$ cat src/rtl/vga_draw_arbiter_if.sv
// -----------------------------------------------------------------------------
// vga_draw_arbiter_if
// Bundles the engine-side request/pixel bus and the adapter-side pixel bus of
// the VGA draw arbiter.
//   req       [2:0]  per-engine draw request (level), bit 0 highest priority
//   done      [2:0]  per-engine completion flag (level)
//   eng_x     [26:0] engine i x at [9i+8:9i]
//   eng_y     [23:0] engine i y at [8i+7:8i]
//   eng_color [8:0]  engine i color at [3i+2:3i]
//   eng_plot  [2:0]  per-engine write enable
//   go        [2:0]  one-hot grant back to the engines
//   vga_x/vga_y/vga_color/vga_plot  registered pixel stream to the adapter
// slave  : the arbiter side
// master : the engines + adapter side (testbench)
// -----------------------------------------------------------------------------
interface vga_draw_arbiter_if;
   logic [2:0]  req;
   logic [2:0]  done;
   logic [26:0] eng_x;
   logic [23:0] eng_y;
   logic [8:0]  eng_color;
   logic [2:0]  eng_plot;
   logic [2:0]  go;
   logic [8:0]  vga_x;
   logic [7:0]  vga_y;
   logic [2:0]  vga_color;
   logic        vga_plot;

   modport slave (
      input  req, done, eng_x, eng_y, eng_color, eng_plot,
      output go, vga_x, vga_y, vga_color, vga_plot
   );

   modport master (
      output req, done, eng_x, eng_y, eng_color, eng_plot,
      input  go, vga_x, vga_y, vga_color, vga_plot
   );
endinterface

$ cat src/rtl/vga_draw_arbiter.sv
// -----------------------------------------------------------------------------
// vga_draw_arbiter
// Shares the single VGA adapter write port between three drawing engines
// (0 = screen clear, 1 = tile draw, 2 = score overlay). Fixed priority, no
// pre-emption: a grant lasts until the engine's done, an abort (req dropped)
// or watchdog expiry. The granted engine's pixel stream is registered once
// onto the adapter.
// Ports:
//   clock        system clock, rising edge
//   resetn       asynchronous active-low reset
//   err_clear    clears timeout_err (a same-cycle timeout wins)
//   bus          vga_draw_arbiter_if.slave (req/done/eng_* in, go/vga_* out)
//   busy         high whenever the arbiter is not IDLE
//   timeout_err  sticky watchdog-expiry flag
// -----------------------------------------------------------------------------
module vga_draw_arbiter #(
   parameter int TIMEOUT_CYCLES = 65535,
   parameter int WD_WIDTH       = 16
) (
   input  logic                  clock,
   input  logic                  resetn,
   input  logic                  err_clear,
   vga_draw_arbiter_if.slave     bus,
   output logic                  busy,
   output logic                  timeout_err
);

   typedef enum logic [1:0] {IDLE, GRANT, RELEASE} state_t;

   localparam logic [WD_WIDTH-1:0] WD_LAST = WD_WIDTH'(TIMEOUT_CYCLES - 1);

   state_t              state_reg;
   logic [1:0]          g_reg;
   logic [2:0]          go_reg;
   logic [8:0]          vga_x_reg;
   logic [7:0]          vga_y_reg;
   logic [2:0]          vga_color_reg;
   logic                vga_plot_reg;
   logic [WD_WIDTH-1:0] wd_reg;
   logic                busy_reg;
   logic                timeout_err_reg;

   // Per-engine views of the packed coordinate buses
   logic [8:0] x_slice     [3];
   logic [7:0] y_slice     [3];
   logic [2:0] color_slice [3];

   generate
      for (genvar gi = 0; gi < 3; gi++) begin : g_slice
         assign x_slice[gi]     = bus.eng_x[9*gi +: 9];
         assign y_slice[gi]     = bus.eng_y[8*gi +: 8];
         assign color_slice[gi] = bus.eng_color[3*gi +: 3];
      end
   endgenerate

   // Mux of the granted engine; compare-based so g never indexes out of range
   logic [8:0] sel_x;
   logic [7:0] sel_y;
   logic [2:0] sel_color;
   logic       sel_plot;
   logic       sel_done;
   logic       sel_req;

   always_comb begin
      sel_x     = '0;
      sel_y     = '0;
      sel_color = '0;
      sel_plot  = 1'b0;
      sel_done  = 1'b0;
      sel_req   = 1'b0;
      for (int i = 0; i < 3; i++) begin
         if (g_reg == 2'(i)) begin
            sel_x     = x_slice[i];
            sel_y     = y_slice[i];
            sel_color = color_slice[i];
            sel_plot  = bus.eng_plot[i];
            sel_done  = bus.done[i];
            sel_req   = bus.req[i];
         end
      end
   end

   // Lowest set request index wins
   logic [1:0] first_idx;
   always_comb begin
      if (bus.req[0])      first_idx = 2'd0;
      else if (bus.req[1]) first_idx = 2'd1;
      else                 first_idx = 2'd2;
   end

   always_ff @(posedge clock or negedge resetn) begin
      if (!resetn) begin
         state_reg       <= IDLE;
         g_reg           <= 2'd0;
         go_reg          <= 3'b000;
         vga_x_reg       <= '0;
         vga_y_reg       <= '0;
         vga_color_reg   <= '0;
         vga_plot_reg    <= 1'b0;
         wd_reg          <= '0;
         busy_reg        <= 1'b0;
         timeout_err_reg <= 1'b0;
      end else begin
         // A watchdog expiry later in this block overrides the clear
         if (err_clear) timeout_err_reg <= 1'b0;

         case (state_reg)
            IDLE: begin
               go_reg       <= 3'b000;
               vga_plot_reg <= 1'b0;
               if (|bus.req) begin
                  g_reg     <= first_idx;
                  go_reg    <= 3'b001 << first_idx;
                  wd_reg    <= '0;
                  state_reg <= GRANT;
                  busy_reg  <= 1'b1;
               end
            end
            GRANT: begin
               vga_x_reg     <= sel_x;
               vga_y_reg     <= sel_y;
               vga_color_reg <= sel_color;
               vga_plot_reg  <= sel_plot;
               wd_reg        <= wd_reg + 1'b1;
               // done beats abort beats timeout; the pixel of the exit
               // cycle is dropped
               if (sel_done || !sel_req || wd_reg == WD_LAST) begin
                  go_reg       <= 3'b000;
                  vga_plot_reg <= 1'b0;
                  state_reg    <= RELEASE;
                  if (!sel_done && sel_req) timeout_err_reg <= 1'b1;
               end
            end
            RELEASE: begin
               go_reg       <= 3'b000;
               vga_plot_reg <= 1'b0;
               // Wait for the engine to acknowledge go low before re-arbitrating
               if (!sel_done) begin
                  state_reg <= IDLE;
                  busy_reg  <= 1'b0;
               end
            end
            default: begin
               state_reg    <= IDLE;
               busy_reg     <= 1'b0;
               go_reg       <= 3'b000;
               vga_plot_reg <= 1'b0;
            end
         endcase
      end
   end

   assign bus.go        = go_reg;
   assign bus.vga_x     = vga_x_reg;
   assign bus.vga_y     = vga_y_reg;
   assign bus.vga_color = vga_color_reg;
   assign bus.vga_plot  = vga_plot_reg;
   assign busy          = busy_reg;
   assign timeout_err   = timeout_err_reg;

endmodule

$ cat src/flat_wrapper.sv
// flat-port wrapper written by rule: the top's interface ports become plain ports
module vga_draw_arbiter_flat 
#(
   parameter int TIMEOUT_CYCLES = 65535,
   parameter int WD_WIDTH       = 16
)
  (clock, resetn, err_clear, busy, timeout_err, bus_req, bus_done, bus_eng_x, bus_eng_y, bus_eng_color, bus_eng_plot, bus_go, bus_vga_x, bus_vga_y, bus_vga_color, bus_vga_plot);
  vga_draw_arbiter_if bus_i ();
  input  logic clock;
  input  logic resetn;
  input  logic err_clear;
  output logic busy;
  output logic timeout_err;
  input wire logic [$bits(bus_i.req)-1:0] bus_req;
  input wire logic [$bits(bus_i.done)-1:0] bus_done;
  input wire logic [$bits(bus_i.eng_x)-1:0] bus_eng_x;
  input wire logic [$bits(bus_i.eng_y)-1:0] bus_eng_y;
  input wire logic [$bits(bus_i.eng_color)-1:0] bus_eng_color;
  input wire logic [$bits(bus_i.eng_plot)-1:0] bus_eng_plot;
  output wire logic [$bits(bus_i.go)-1:0] bus_go;
  output wire logic [$bits(bus_i.vga_x)-1:0] bus_vga_x;
  output wire logic [$bits(bus_i.vga_y)-1:0] bus_vga_y;
  output wire logic [$bits(bus_i.vga_color)-1:0] bus_vga_color;
  output wire logic [$bits(bus_i.vga_plot)-1:0] bus_vga_plot;
  assign bus_i.req = bus_req;
  assign bus_i.done = bus_done;
  assign bus_i.eng_x = bus_eng_x;
  assign bus_i.eng_y = bus_eng_y;
  assign bus_i.eng_color = bus_eng_color;
  assign bus_i.eng_plot = bus_eng_plot;
  assign bus_go = bus_i.go;
  assign bus_vga_x = bus_i.vga_x;
  assign bus_vga_y = bus_i.vga_y;
  assign bus_vga_color = bus_i.vga_color;
  assign bus_vga_plot = bus_i.vga_plot;
  vga_draw_arbiter #(.TIMEOUT_CYCLES(TIMEOUT_CYCLES), .WD_WIDTH(WD_WIDTH)) u_core (.clock(clock), .resetn(resetn), .err_clear(err_clear), .bus(bus_i), .busy(busy), .timeout_err(timeout_err));
endmodule
$ cat config.mk
export PLATFORM = sky130hd
export DESIGN_NAME = vga_draw_arbiter_flat
export DESIGN_NICKNAME = d
export VERILOG_FILES = /design/src/rtl/vga_draw_arbiter_if.sv /design/src/rtl/vga_draw_arbiter.sv /design/src/flat_wrapper.sv
export SDC_FILE = /design/constraint.sdc
export NUM_CORES = 1
export LEC_CHECK = 0
export ABC_CLOCK_PERIOD_IN_PS = 1800
export CORE_UTILIZATION = 45
export CTS_BUF_LIST = sky130_fd_sc_hd__clkbuf_8
export DETAILED_ROUTE_END_ITERATION = 10
export HOLD_SLACK_MARGIN = 0.08
export PLACE_DENSITY_LB_ADDON = 0.08
export SYNTH_ARGS = -nofsm -noshare
export SYNTH_HDL_FRONTEND = slang
export SYNTH_SLANG_ARGS = --single-unit
$ cat constraint.sdc
create_clock -name clock -period 1.8 [get_ports clock]
set_input_delay 0.36 -clock clock [delete_from_list [all_inputs] [get_ports clock]]
set_output_delay 0.36 -clock clock [all_outputs]
set_load 0.02 [all_outputs]
==> summary.md <==
| Metric | Value |
|---|---|
| Die area | roughly 5700 um^2 |
| Final Hold Slack | 0.4501 ns |
| Detailed-route via count | about 2400 |
| Num CTS Buffers | 5 |
| Die span in y | 75.50 um |
| Worst path max stage delay | 0.54 ns |
| Largest family of logic cells by synthesized area | simple AND/OR/NAND/NOR gates |
| Initial antenna violation count | 0 |
| Adder-cell area share of the yosys netlist | 0.01029 |
| Worst-margin pin slew | 0.4379 ns |
| Antenna cells | 0 |
| Worst EP required | 2.02 ns |
| Netlist cell types | 37 |
| Final period utilization | 0.9530 |
| Share of cells above drive strength 1 | 0.1221 |
| Root Buffer | clkbuf_8 |
| Via density | 5.189 |
| Startpoint Class | flip-flop |
| Final hold vios | 0 |
| Worst-path clk slew | 0.09 ns |
| Post-synthesis sequential area ratio | 0.4735 |
| DP HPWL | 4879 um |
| Die X | 75.50 um |
| PwrDens | 1289 nW/um^2 |
| Prevailing post-synth register cell | dfrtp_1 |
| Initial Utilization | 0.4730 |
| Cells after Synth | 268 |
| Stages on the worst setup path | 4 |
| Crit path cell chain | nand3b_1, or4_4, or3_1, a21oi_1 |
| Final GP Congestion | about 0.86 |
| Worst path arrival time | 1.94 ns |
| Row count | 26 |
| R2R setup slack | around 0.085 ns |
| Synth Area in XOR/XNOR | 0.02162 |
| Maximum VDD drop | 0.6640 mV |
| Worst Setup End Kind | flip-flop |
| Status | finished, final reports clean |
| Critical-path top delay cell | or4_4 |
| Max Used Layer | met4 |
| Clock latency on the worst-skew pair | between 0.2 and 0.3 ns |
| Area delta synth->final | 54.14% |
| Drt wl/cell | 13.98 um |
| Post-Synth Simple-Gate Area | 0.1879 |
| Post-Route WL | 6360 um |
| CTS tree | built |
| Unrepaired setup endpoints after global routing | no |
| Non-Filler Instances | 455 |
| Core area | approximately 5000 um^2 |
| Clk_skew | between 0.006 and 0.007 ns |
| Top delay family on crit path | simple AND/OR/NAND/NOR gates |
| Cell depth of the worst hold path | 3 |
| Critical-path maximum fanout | 7 |
| Static Leak | 0.001592 uW |
| WL met3 | 487 um |
| Vias in the first global route | 2271 |
| HP Class | input pin to flip-flop |
| Largest net degree at the start of global routing | 35 |
| # setup viols final | 0 |
| DR iter-0 viols | approximately 110 |
| Design Power | 4832 uW |
| Max Transition Viols Final | 0 |
| Avg Inst Size Synth | 9.071 um^2 |
| Reg2Reg Depth | 4 |
| Input/output buffers | 97 |
| Crit Path Category | flip-flop to flip-flop |
| Post-Syn Area | approximately 2400 um^2 |
| H-tree depth | 2 |
| Minimum clock period | 1.715 ns |
| Syn. warnings | 0 |
| Ports | 98 |
| Top-area cell type share of the netlist area | 0.4735 |
| Remaining Overflow, GRT | 0 |
| Synth area leader | dfrtp_1 |
| Clk sinks | 46 |
| Number of flip-flops in the largest register | 16 |
| Synth Area in Compound Gates | 0.1662 |
| Layout net count | roughly 460 |
| FMAX | a little under 600 MHz |
| Post-Syn Nets | 342 |
| Yosys reg bits | 46 |
| Mux share of post-synthesis cell area | 0.09933 |
| Layout fillers | 429 |
| Final ANT Viol Nets | 0 |
| Placed insts | 440 |
| Met2 WL post-DR | 3116 um |
| Post-synth EDFFs | 0 |
| Worst Path Buf+Inv | 0 |
| Post-Route M1 WL | around 2700 um |
| Async set-reset flop share out of synthesis | 1.000 |
| DRC viols | 0 |
| Max-slew headroom | 0.7054 |
| GR Util All Layers | 0.2445 |
| Bufs on Longest Clock Path | 2 |
| First-pass GRT wire length | roughly 10000 um |
| Most common library cells after synthesis | 46 x dfrtp_1, 35 x o21ai_0, 29 x a21oi_1, 29 x nor2_1, 26 x nand2_1 |
| TNS Setup | 0 ns |
| Count leader, synth | dfrtp_1 |
| 1st-pass router iterations | 4 |
| Synth top area cells | dfrtp_1 47%, mux2i_1 9.5%, o21ai_0 7.2% |
| Max Cap Violations | 0 |
==> layer usage <==
metal	global-route usage	up-vias
li1	-	1171
met1	0.3015	1106
met2	0.4058	80
met3	0.09392	4
met4	0.05967	0
met5	0	-
==> where the power goes <==
group | internal, uW | switching, uW
Clock | 309 | 340
Combinational | 1240 | 1380
Sequential | 1360 | 210
Total | 2910 | 1930
==> worst min-delay path, cell delays in order <==
cell and delay, ns:
dlymetal6s2s_1 0.11, buf_4 0.15, o22ai_1 0.08
==> cell usage in the layout, fill, tap and decap left out, types with 2 or more instances in the layout <==
cell type        count
a21oi_1             27
a21oi_2              2
a32o_1               2
buf_4               30
clkbuf_8             6
clkdlybuf4s50_1     93
dfrtp_1             45
dlygate4sd2_1        2
ha_1                 2
inv_1                4
mux2i_1             23
nand2_1             26
nand3_1              6
nand4_1              4
nor2_1              29
nor2b_1              4
nor3b_1              2
nor4_1               3
o21ai_0             35
o22ai_1              2
o2bb2ai_1            2
or3_1                7
or4_4                2
xnor2_1              6
==> timing repair <==
item                       4_1_cts  5_1_grt
setup endpoints to repair        6        7
hold endpoints to repair        15        0
resized for setup                3        5
hold buffers                     1        0
pin swaps                        2        1
setup buffers                    0        6
==> area by class of cell <==
cell class / count / area (um^2) / area share
repair buffers: 128 / 1201 / 0.3205
multi-input cells: 199 / 1196 / 0.3192
flip-flops and latches: 46 / 1152 / 0.3075
well taps: 70 / 87.58 / 0.02337
clock buffers: 6 / 82.58 / 0.02204
inverters: 4 / 15.01 / 0.004007
clock inverters: 2 / 12.51 / 0.003339
==> through the flow <==
stage	utilization	setup slack [ns]	area (um^2)
floorplan	-	0.1125	2431
global placement	0.6964	-0.4391	3580
detailed placement	0.6964	-0.4547	3580
CTS	0.7171	0.01057	3686
global route	0.7291	0.01067	3747
finish	0.7291	0.08462	3747
==> cells by family (layout without fill, tap and decap cells) <==
kind of cell	Yosys count	after routing
simple gates	93	93
mux	24	24
buf+inv	23	140
xor+xnor	6	6
fa+ha+maj	2	2
compound gates	74	74
flops	46	46
==> final timing paths <==
path | start | end
min in group asynchronous | resetn | u_core.timeout_err
max in group asynchronous | resetn | u_core.state_reg[1]
worst min-delay path | bus_req[0] | u_core.bus.go[1]
worst max-delay path | u_core.state_reg[1] | u_core.wd_reg[11]
worst min register to register | u_core.bus.vga_y[6] | u_core.bus.vga_y[6]
worst max register to register | u_core.state_reg[1] | u_core.wd_reg[11]
No activity file was read; power rests on OpenSTA's default activity.
